--- config.mk ---
export PLATFORM = sky130hd
export DESIGN_NAME = pulse_counter_mc
export DESIGN_NICKNAME = d
export VERILOG_FILES = /design/src/rtl/pulse_counter_mc.sv
export SDC_FILE = /design/constraint.sdc
export NUM_CORES = 1
export LEC_CHECK = 0
export CAP_MARGIN = 30
export CORE_ASPECT_RATIO = 1.5
export CORE_UTILIZATION = 45
export DETAILED_ROUTE_END_ITERATION = 7
export GPL_TIMING_DRIVEN = 0
export PLACE_DENSITY = 0.76
export SLEW_MARGIN = 0
export SYNTH_ARGS = -nofsm -noshare
export SYNTH_HDL_FRONTEND = slang
export SYNTH_SLANG_ARGS = --single-unit
--- constraint.sdc ---
create_clock -name clk -period 11.6 [get_ports clk]
set_clock_uncertainty 0.2 [all_clocks]
set_input_delay 2.32 -clock clk [delete_from_list [all_inputs] [get_ports clk]]
set_output_delay 2.32 -clock clk [all_outputs]
set_load 0.01 [all_outputs]
--- src/rtl/pulse_counter_mc.sv ---
// Multi-channel gated pulse counter: counts selected edges on each channel during a
// gate_len-clock window, then snapshots all counters. Optional input synchroniser: PULSE_CNT_SYNC_EN.
module pulse_counter_mc #(
    parameter int CHANNELS    = 4,
    parameter int WIDTH       = 16,
    parameter int GATE_W      = 16,
    parameter int SATURATE    = 0,
    parameter int SYNC_STAGES = 2
) (
    input  logic                      clk,
    input  logic                      rst,
    input  logic [CHANNELS-1:0]       in_pulse,
    input  logic [CHANNELS-1:0]       ch_enable,
    input  logic [1:0]                edge_sel,
    input  logic                      start,
    input  logic                      abort,
    input  logic                      clear,
    input  logic [GATE_W-1:0]         gate_len,
    output logic                      busy,
    output logic                      done,
    output logic [CHANNELS*WIDTH-1:0] count,
    output logic [CHANNELS*WIDTH-1:0] capture,
    output logic [CHANNELS-1:0]       overflow
);

    typedef enum logic [1:0] {IDLE, COUNT, DONE} state_t;

    localparam logic [WIDTH-1:0] CNT_MAX = '1;

    state_t              state;
    state_t              state_next;
    logic [GATE_W-1:0]   timer;
    logic [CHANNELS-1:0] sampled;
    logic [CHANNELS-1:0] prev;
    logic [CHANNELS-1:0] edge_hit;
    logic                start_ok;

    if (CHANNELS < 1 || CHANNELS > 16 || WIDTH < 4 || WIDTH > 32 || SYNC_STAGES < 2) begin : g_param_check
        $error("pulse_counter_mc: parameter out of range");
    end

`ifdef PULSE_CNT_SYNC_EN
    logic [SYNC_STAGES-1:0][CHANNELS-1:0] sync_q;

    always_ff @(posedge clk or posedge rst) begin
        if (rst) sync_q <= '0;
        else     sync_q <= {sync_q[SYNC_STAGES-2:0], in_pulse};
    end

    assign sampled = sync_q[SYNC_STAGES-1];
`else
    assign sampled = in_pulse;
`endif

    // History runs in every state so the first counted edge is judged against real input history
    always_ff @(posedge clk or posedge rst) begin
        if (rst) prev <= '0;
        else     prev <= sampled;
    end

    always_comb begin
        edge_hit = '0;
        case (edge_sel)
            2'b00:   edge_hit = sampled & ~prev;
            2'b01:   edge_hit = ~sampled & prev;
            2'b10:   edge_hit = sampled ^ prev;
            default: edge_hit = '0;
        endcase
    end

    assign start_ok = (state == IDLE) && start && (gate_len != '0);

    always_ff @(posedge clk or posedge rst) begin
        if (rst) state <= IDLE;
        else     state <= state_next;
    end

    always_comb begin
        state_next = state;
        case (state)
            IDLE:    if (start_ok) state_next = COUNT;
            COUNT: begin
                if (abort)                     state_next = IDLE;
                else if (timer == GATE_W'(1)) state_next = DONE;
            end
            DONE:    state_next = IDLE;
            default: state_next = IDLE;
        endcase
    end

    always_ff @(posedge clk or posedge rst) begin
        if (rst)                  timer <= '0;
        else if (start_ok)        timer <= gate_len;
        else if (state == COUNT)  timer <= timer - GATE_W'(1);
    end

    assign busy = (state == COUNT);
    assign done = (state == DONE);

    for (genvar i = 0; i < CHANNELS; i++) begin : g_ch
        logic             inc;
        logic [WIDTH-1:0] cnt_q;
        logic [WIDTH-1:0] cap_q;
        logic             ovf_q;

        assign inc = (state == COUNT) && ch_enable[i] && edge_hit[i];

        // clear and window start both win over a same-cycle increment
        always_ff @(posedge clk or posedge rst) begin
            if (rst) begin
                cnt_q <= '0;
                cap_q <= '0;
                ovf_q <= 1'b0;
            end else begin
                if (clear || start_ok) begin
                    cnt_q <= '0;
                    ovf_q <= 1'b0;
                end else if (inc) begin
                    if (cnt_q == CNT_MAX) begin
                        ovf_q <= 1'b1;
                        cnt_q <= (SATURATE != 0) ? CNT_MAX : '0;
                    end else begin
                        cnt_q <= cnt_q + WIDTH'(1);
                    end
                end
                if (state == DONE) cap_q <= cnt_q;
            end
        end

        assign count[i*WIDTH +: WIDTH]   = cnt_q;
        assign capture[i*WIDTH +: WIDTH] = cap_q;
        assign overflow[i]               = ovf_q;
    end

endmodule

[Word level (Yosys, flattened, before mapping)]
Cells that the tools add are included.
Storage, ports and cells
  output and inout port bits: 134
  bits in registers: 154
Cells by class
  reductions and logical operators: 28
  muxes and demuxes: 31
  bitwise gates (word level): 5
  equal/unequal tests: 11
  add/sub/neg operators: 5
Operators by type and width (number)
  $mux W16: 14
  $add A16 B1 Y16 const B: 4
  $eq A16 B16 Y1 const B: 4
  $reduce_bool A2 Y1: 9
  $eq A16 B1 Y1 const B: 1
  $reduce_bool A16 Y1: 1
  $sub A16 B1 Y16 const B: 1
  $mux W1: 12
  $pmux W4 S3: 1
  $logic_and A1 B1 Y1: 10
  $reduce_and A2 Y1: 5
  $and A4 B4 Y4: 2
  $not A4 Y4: 2
  $mux W2: 3
  $eq A2 B1 Y1 const B: 2
  $eq A2 B2 Y1 const B: 2
  $logic_not A2 Y1: 2
  $pmux W2 S2: 1
  $xor A4 B4 Y4: 1
  $ne A3 B2 Y1 const B: 1
  $ne A2 B2 Y1 const B: 1
  $logic_or A1 B1 Y1: 1

[Depth between registers and ports, before layout]
Gate-level depths: netlist of the first run.
  word-level depth: 6
  gate-level depth with buffers: 9

[Worst setup path after synthesis of the first run]
No wires, ideal clock.
  kind: input port to flip-flop
  start: input port in_pulse[1]
  end: register g_ch[1].cnt_q[5]
  arrival: 3.871 ns
  stages: 7
  path slack: 7.451 ns
  library setup time: 0.078 ns
  required time: 11.322 ns
  cells stage by stage: inv_1 -> ha_1 -> and2_1 -> o31ai_4 -> nand4b_2 -> or4_1 -> a21oi_1
On the way
  longest elaborated chain between the ends: 5
RTL lines
  start: declaration: RTL line 12  | input logic [CHANNELS-1:0] in_pulse,
  $not A4 Y4: RTL line 65  | 2'b01: edge_hit = ~sampled & prev;
  $and A4 B4 Y4: RTL line 65
  $pmux W4 S3 *: RTL line 63  | case (edge_sel)
  $logic_and A1 B1 Y1 *: RTL line 106  | assign inc = (state == COUNT) && ch_enable[i] && edge_hit[i];
  $reduce_bool A2 Y1 (no source line) *
  end signal: assignment: RTL line 121  | cnt_q <= (SATURATE != 0) ? CNT_MAX : '0;
  end signal: assignment: RTL line 123  | cnt_q <= cnt_q + WIDTH'(1);
  end: declaration: RTL line 102  | logic [WIDTH-1:0] cnt_q;
Mark *: on every way between the ends. The rest lies on a longest branch, timed or not.
A chain may end at the register's enable or synchronous reset.

[Final worst setup path of the first run]
  start: register state[0]
  end: output port done
On the way
  longest elaborated chain between the ends: 1
RTL lines
  start: declaration: RTL line 30  | state_t state;
  start signal: assignment: RTL line 75  | else state <= state_next;
  $eq A2 B2 Y1: RTL line 98  | assign done = (state == DONE);
  end: declaration: RTL line 20  | output logic done,
No other way between the ends.

==> results of run 1 <==
## stage by stage
step | hold WS, ns | instances | setup WS [ns] | utilization, % | instance area (sq um)
finish | 0.274 | 1264 | 6.60 | 61.7 | 10100
global route | 0.297 | 1264 | 6.51 | 61.7 | 10100
CTS | 0.278 | 1264 | 6.57 | 61.7 | 10100
detailed placement | 0.262 | 1232 | 6.57 | 58.2 | 9540
global placement | 0.257 | 1231 | 2.74 | 58.0 | 9510
floorplan | 0.260 | 862 | 4.93 | - | 7620
## cell usage in the layout (no fill, tap or decap), types with 6 or more instances in the layout
cell | netlist | layout
nor3_1 | 9 | 9
nand2_1 | 242 | 242
clkbuf_1 | 32 | 32
and2_1 | 17 | 17
buf_4 | 6 | 6
xor2_1 | 26 | 26
a21oi_1 | 33 | 33
and3_1 | 13 | 13
nor2_1 | 56 | 56
buf_2 | 6 | 6
nand4_1 | 30 | 30
ha_1 | 14 | 14
dfrtp_1 | 154 | 154
or3_1 | 21 | 21
or4_1 | 7 | 7
o21ai_0 | 23 | 23
clkbuf_16 | 0 | 17
nand3_1 | 52 | 52
clkdlybuf4s50_1 | 0 | 163
inv_1 | 23 | 22
a31oi_1 | 17 | 17
inv_6 | 0 | 8
## power groups by stage
stage / logic, mW / registers, mW / clock network, mW
6_report: 0.127 / 0.579 / 0.541
5_1_grt: 0.142 / 0.581 / 0.570
4_1_cts: 0.128 / 0.578 / 0.551
3_5_place_dp: 0.127 / 0.588 / 0
3_3_place_gp: 0.124 / 0.587 / 0
2_1_floorplan: 0.0861 / 0.583 / 0
## logic make-up after synthesis
logic type	Yosys count	share of synthesized area, %
XOR/XNOR	28	3.22
adder cells (fa/ha/maj)	14	2.30
AND/OR/NAND/NOR	481	29.7
multiplexers	1	0.148
flip-flops	154	50.6
buffers and inverters	73	4.20
AO/OA/AOI/OAI	111	9.87
## registers in the layout, summed over array words and instances (netlist names)
register and count:
g_ch.cap_q 64, g_ch.cnt_q 64, g_ch.ovf_q 4, prev 4
state 2, timer 16
## how the worst min path moves through the flow
stage | start | to | slack [ns]
after detailed placement | g_ch[3].cap_q[7] | g_ch[3].cap_q[7] | 0.26
after global routing | g_ch[2].cap_q[2] | g_ch[2].cap_q[2] | 0.30
after global placement | g_ch[1].cap_q[11] | g_ch[1].cap_q[11] | 0.26
after CTS | g_ch[3].cap_q[7] | g_ch[3].cap_q[7] | 0.28
final | g_ch[3].cap_q[7] | g_ch[3].cap_q[7] | 0.27
after floorplan | timer[15] | timer[15] | 0.26
## routing by layer
metal,share of wire [%],GRT usage [%],vias up
met3,5.2,5.04,48
li1,-,-,3326
met4,2.5,10.2,0
met2,51,42.7,221
met1,41,30.1,3335
met5,0,0,-
## cell type report
class | count | area, sq um | share of cell area (%)
plain buffers | 49 | 230 | 2.28
clock buffers | 18 | 439 | 4.34
multi-input cells | 635 | 3450 | 34.1
clock inverters | 14 | 133 | 1.31
well taps | 206 | 258 | 2.55
repair buffers | 164 | 1660 | 16.4
inverters | 24 | 95.1 | 0.940
flip-flops and latches | 154 | 3850 | 38.1
## worst reg2reg max path, cell delays in order, from the launching register on
cell	delay [ns]
dfrtp_1	0.39
nor3b_1	0.45
a21o_1	0.26
clkbuf_1	0.47
clkbuf_1	0.57
nor2_1	0.14
==> impl_metrics.json, run 1 <==
{
  "swShare_pct": 26.9,
  "postSynthAreaPerCell_sq_um": 8.84,
  "coreArea_sq_mm": 0.0164,
  "critical_path_buf_inv_count": 4,
  "std_cell_rows": 57,
  "fmax_ghz": 0.200,
  "vias_per_cell": 5.48,
  "rr_worst_depth": 5,
  "p_total_mw": 1.25,
  "r2r_end": "g_ch[3].ovf_q",
  "die-area_sq_mm": 0.0175,
  "worst_pin_slew_ns": 0.934,
  "crit_chain": "or2b_1 -> clkbuf_1 -> inv_2 -> clkbuf_1 -> clkdlybuf4s50_1",
  "nNetsFinal": 1090,
  "crit_family": "buffers and inverters",
  "grt_pass1_wl_mm": 33.9,
  "dp_hpwl_mm": 14.7,
  "syn_nets": 907,
  "drive_gt1_share_pct": 5.67,
  "setup_tns_ns": 0,
  "crit_end": "done",
  "final_hold_viol_count": 0,
  "clockBufferDepth": 2,
  "clock_tree.htree_level_count": 4,
  "crit_arrival_ns": 2.48,
  "holdBufCountCts": 0,
  "p_seq_share_pct": 46.4,
  "switchingPower_mw": 0.336,
  "rsz0062_at_grt": "no",
  "maxCapViolations": 0,
  "grt_pass1_vias": 6823,
  "clk_pin_slew_worst_paths_ns": 0.07,
  "hold_path_depth": 2,
  "synthToLayoutAreaGrowth_pct": 32.7,
  "cts_resized": 0,
  "finalSetupViolCount": 0,
  "numPortBuffers": 163,
  "vias": 6930,
  "cts_tree": "built",
  "cp-start-kind": "register",
  "max_stage_delay_ns": 0.63,
  "leakagePower_nw": 4.43,
  "antenna_cells": 0,
  "synth_edf_count": 0,
  "ir_drop_v": 0.0000775,
  "drt_pass1_iterations": 7,
  "synthFlopType": "dfrtp_1",
  "crit_type": "reg -> out",
  "drtAntennaViolNets": 0,
  "synth.yosys.seq_area_share_pct": 50.6,
  "clock_latency_ns": 0.42,
  "yosysUniqueCellTypes": 58,
  "crit_path_end_kind": "output pin",
  "finalCritPeriodShare_pct": 43.1,
  "r2r_setup_slack_ns": 8.97,
  "grt_max_degree": 91,
  "p_per_area_mw_per_mm2": 123,
  "synth_common_cells": "nand2_1, dfrtp_1, nor2_1, nand3_1, a21oi_1",
  "fin_crit_ns": 5.00,
  "ys_seq_elements": 154,
  "post_cts_buffers": 0,
  "path_depth": 5,
  "grt_usage_pct": 24.9,
  "synth_area_sq_mm": 0.00762,
  "p_clk_share_pct": 43.4,
  "post_drt_wl_per_cell_um": 16.3,
  "hold_class": "reg -> reg",
  "synth_top_area_share_pct": 50.6,
  "wirelength_mm": 20.7,
  "io_pins": 165,
  "timing.rr.start": "state[0]",
  "yosys.area.top_type": "dfrtp_1",
  "status": "finished, final reports clean",
  "antenna_found_initial": 0,
  "drtIter0Drc": 450,
  "worst_ep_required_time_ns": 9.08,
  "path_max_fanout": 10,
  "syn_inst": 862,
  "die-height_um": 161,
  "gp_congestion": 0.877,
  "cts.sinks": 154,
  "crit_path_frequent_cell": "clkbuf_1",
  "grt-ovfl-total": 0,
  "slew_viol_final": 0,
  "synthTopCellsByArea": "dfrtp_1, nand2_1, nand3_1",
  "internal-power_mw": 0.911,
  "critPathSlowestCell": "clkdlybuf4s50_1",
  "initial_core_util_pct": 46.5,
  "p_comb_share_pct": 10.1,
  "fillers": 1435,
  "die_w_um": 108,
  "cts_buffers": 17,
  "yosysWarnings": 0,
  "route.detailed.drc": 0,
  "relSlewSlack_pct": 37.1,
  "critPathLaunch": "state[0]",
  "root_buffer": "clkbuf_16",
  "yosysMostFrequentCell": "nand2_1",
  "synth-async-reset-ratio_pct": 100
}
Note: power is estimated with default switching activity, not from simulation.
==> run 2: changes to the inputs <==
--- a/config.mk
+++ b/config.mk
@@ -10,7 +10,7 @@
 export CORE_UTILIZATION = 45
 export DETAILED_ROUTE_END_ITERATION = 7
 export GPL_TIMING_DRIVEN = 0
-export PLACE_DENSITY = 0.76
+export PLACE_DENSITY = 0.79
 export SLEW_MARGIN = 0
 export SYNTH_ARGS = -nofsm -noshare
 export SYNTH_HDL_FRONTEND = slang
==> constraint.sdc (replaced) <==
create_clock -name clk -period 4.55 [get_ports clk]
set_clock_uncertainty 0.2 [all_clocks]
set_input_delay 0.91 -clock clk [delete_from_list [all_inputs] [get_ports clk]]
set_output_delay 0.91 -clock clk [all_outputs]
set_load 0.01 [all_outputs]
==> impl_metrics.json, run 2 (synthesized netlist as in run 1, its figures left out) <==
{
  "status": "finished, final reports clean",
  "post-route-util_pct": 62.1,
  "fmax_ghz": 0.279,
  "antenna_cells": 0,
  "die_w_um": 108,
  "final_area_sq_mm": 0.0102,
  "io_pins": 165,
  "finalSetupViolCount": 0,
  "clock_latency_ns": 0.43,
  "grt_pass1_vias": 7067,
  "finalCritPeriodShare_pct": 78.8,
  "die-height_um": 161,
  "grt_max_degree": 41,
  "p_total_mw": 3.23,
  "post_drt_wl_per_cell_um": 16.8,
  "numPortBuffers": 163,
  "synthToLayoutAreaGrowth_pct": 33.7,
  "fin_cells": 1267,
  "antenna_found_initial": 0,
  "grt_usage_pct": 26.0,
  "ir_drop_v": 0.000274,
  "nNetsFinal": 1093,
  "clock_tree.htree_level_count": 4,
  "crit_arrival_ns": 2.48,
  "holdBufCountCts": 0,
  "grt-ovfl-total": 0,
  "placed_area_sq_mm": 0.00959,
  "leakagePower_nw": 4.46,
  "crit_type": "reg -> out",
  "rsz0062_at_grt": "no",
  "critPathSlowestCell": "clkdlybuf4s50_1",
  "hold_class": "reg -> reg",
  "clockBufferDepth": 2,
  "max_stage_delay_ns": 0.63,
  "cp-start-kind": "register",
  "cts.sinks": 154,
  "relSlewSlack_pct": 32.0,
  "crit_path_end_kind": "output pin",
  "gp_congestion": 0.902,
  "cts_tree": "built",
  "std_cell_rows": 57,
  "initial_core_util_pct": 46.5,
  "path_max_fanout": 10,
  "final_hold_viol_count": 0,
  "root_buffer": "clkbuf_16",
  "maxCapViolations": 0,
  "critical_path_buf_inv_count": 4,
  "dp_hpwl_mm": 15.3,
  "worst_pin_slew_ns": 1.01,
  "route.detailed.drc": 0,
  "coreArea_sq_mm": 0.0164,
  "layout_common_cells": "nand2_1, clkdlybuf4s50_1, dfrtp_1, nor2_1, nand3_1",
  "crit_path_frequent_cell": "clkbuf_1",
  "vias": 7066,
  "crit_chain": "or2b_1 -> clkbuf_1 -> inv_2 -> clkbuf_1 -> clkdlybuf4s50_1",
  "clk_pin_slew_worst_paths_ns": 0.07,
  "final_common_cell": "nand2_1",
  "slew_viol_final": 0,
  "grt_pass1_wl_mm": 35.3,
  "fillers": 1409,
  "drtIter0Drc": 464,
  "p_per_area_mw_per_mm2": 318,
  "drtAntennaViolNets": 0,
  "cts_buffers": 17,
  "post_cts_buffers": 0,
  "cts_resized": 0,
  "worst_ep_required_time_ns": 3.44,
  "dp_cells": 1235,
  "wirelength_mm": 21.3,
  "setup_tns_ns": 0,
  "fin_crit_ns": 3.59,
  "crit_family": "buffers and inverters",
  "vias_per_cell": 5.58,
  "die-area_sq_mm": 0.0175,
  "drive_gt1_share_pct": 5.94,
  "drt_pass1_iterations": 7,
  "top_regs": "g_ch.cap_q (64), g_ch.cnt_q (64), timer (16)"
}
## run 2: cell type report
cell class / instances / area (sq um) / share of cell area (%)
clock inverter: 13 / 141 / 1.39
timing repair buffer: 167 / 1710 / 16.8
buffer: 49 / 230 / 2.26
clock buffer: 19 / 453 / 4.45
multi-input combinational: 635 / 3450 / 33.8
inverter: 24 / 93.8 / 0.921
sequential: 154 / 3850 / 37.8
tap: 206 / 258 / 2.53
## run 2: layer usage
layer / up-vias / routed length (um) / track usage (%)
met5: - / 0 / 0
met4: 0 / 565 / 10.9
met3: 45 / 1250 / 5.57
met2: 242 / 11000 / 45.4
met1: 3437 / 8480 / 30.4
li1: 3342 / - / -
## run 2: worst register-to-register path, stage by stage (launching register included)
cell	delay [ns]
dfrtp_1	0.40
nor3b_1	0.51
a21o_1	0.25
clkbuf_1	0.54
clkbuf_1	0.62
a21oi_1	0.11
## run 2: stage by stage
stage | worst slack (ns) | hold WS (ns)
finish | 0.964 | 0.272
global route | 0.837 | 0.290
CTS | 0.967 | 0.278
detailed placement | 0.879 | 0.262
global placement | 0.0987 | 0.257
floorplan | 1.50 | 0.260
## run 2: final timing paths
path                                      to  cells past startpoint               from  slack (ns)
max                                     done                      5           state[0]        0.96
min                        g_ch[0].cap_q[13]                      2  g_ch[0].cap_q[13]        0.27
max reg2reg                 g_ch[1].cnt_q[3]                      5           state[0]        1.75
min reg2reg                g_ch[0].cap_q[13]                      2  g_ch[0].cap_q[13]        0.27
max in group asynchronous  g_ch[2].cnt_q[14]                      5                rst        2.45
min in group asynchronous   g_ch[3].cap_q[2]                      2                rst        0.66
## run 2: power breakdown
group	internal, mW	switching (mW)	leakage [nW]
sequential	1.42	0.0562	2.11
clock	0.839	0.587	0.286
combinational	0.129	0.204	2.06
total	2.39	0.847	4.46
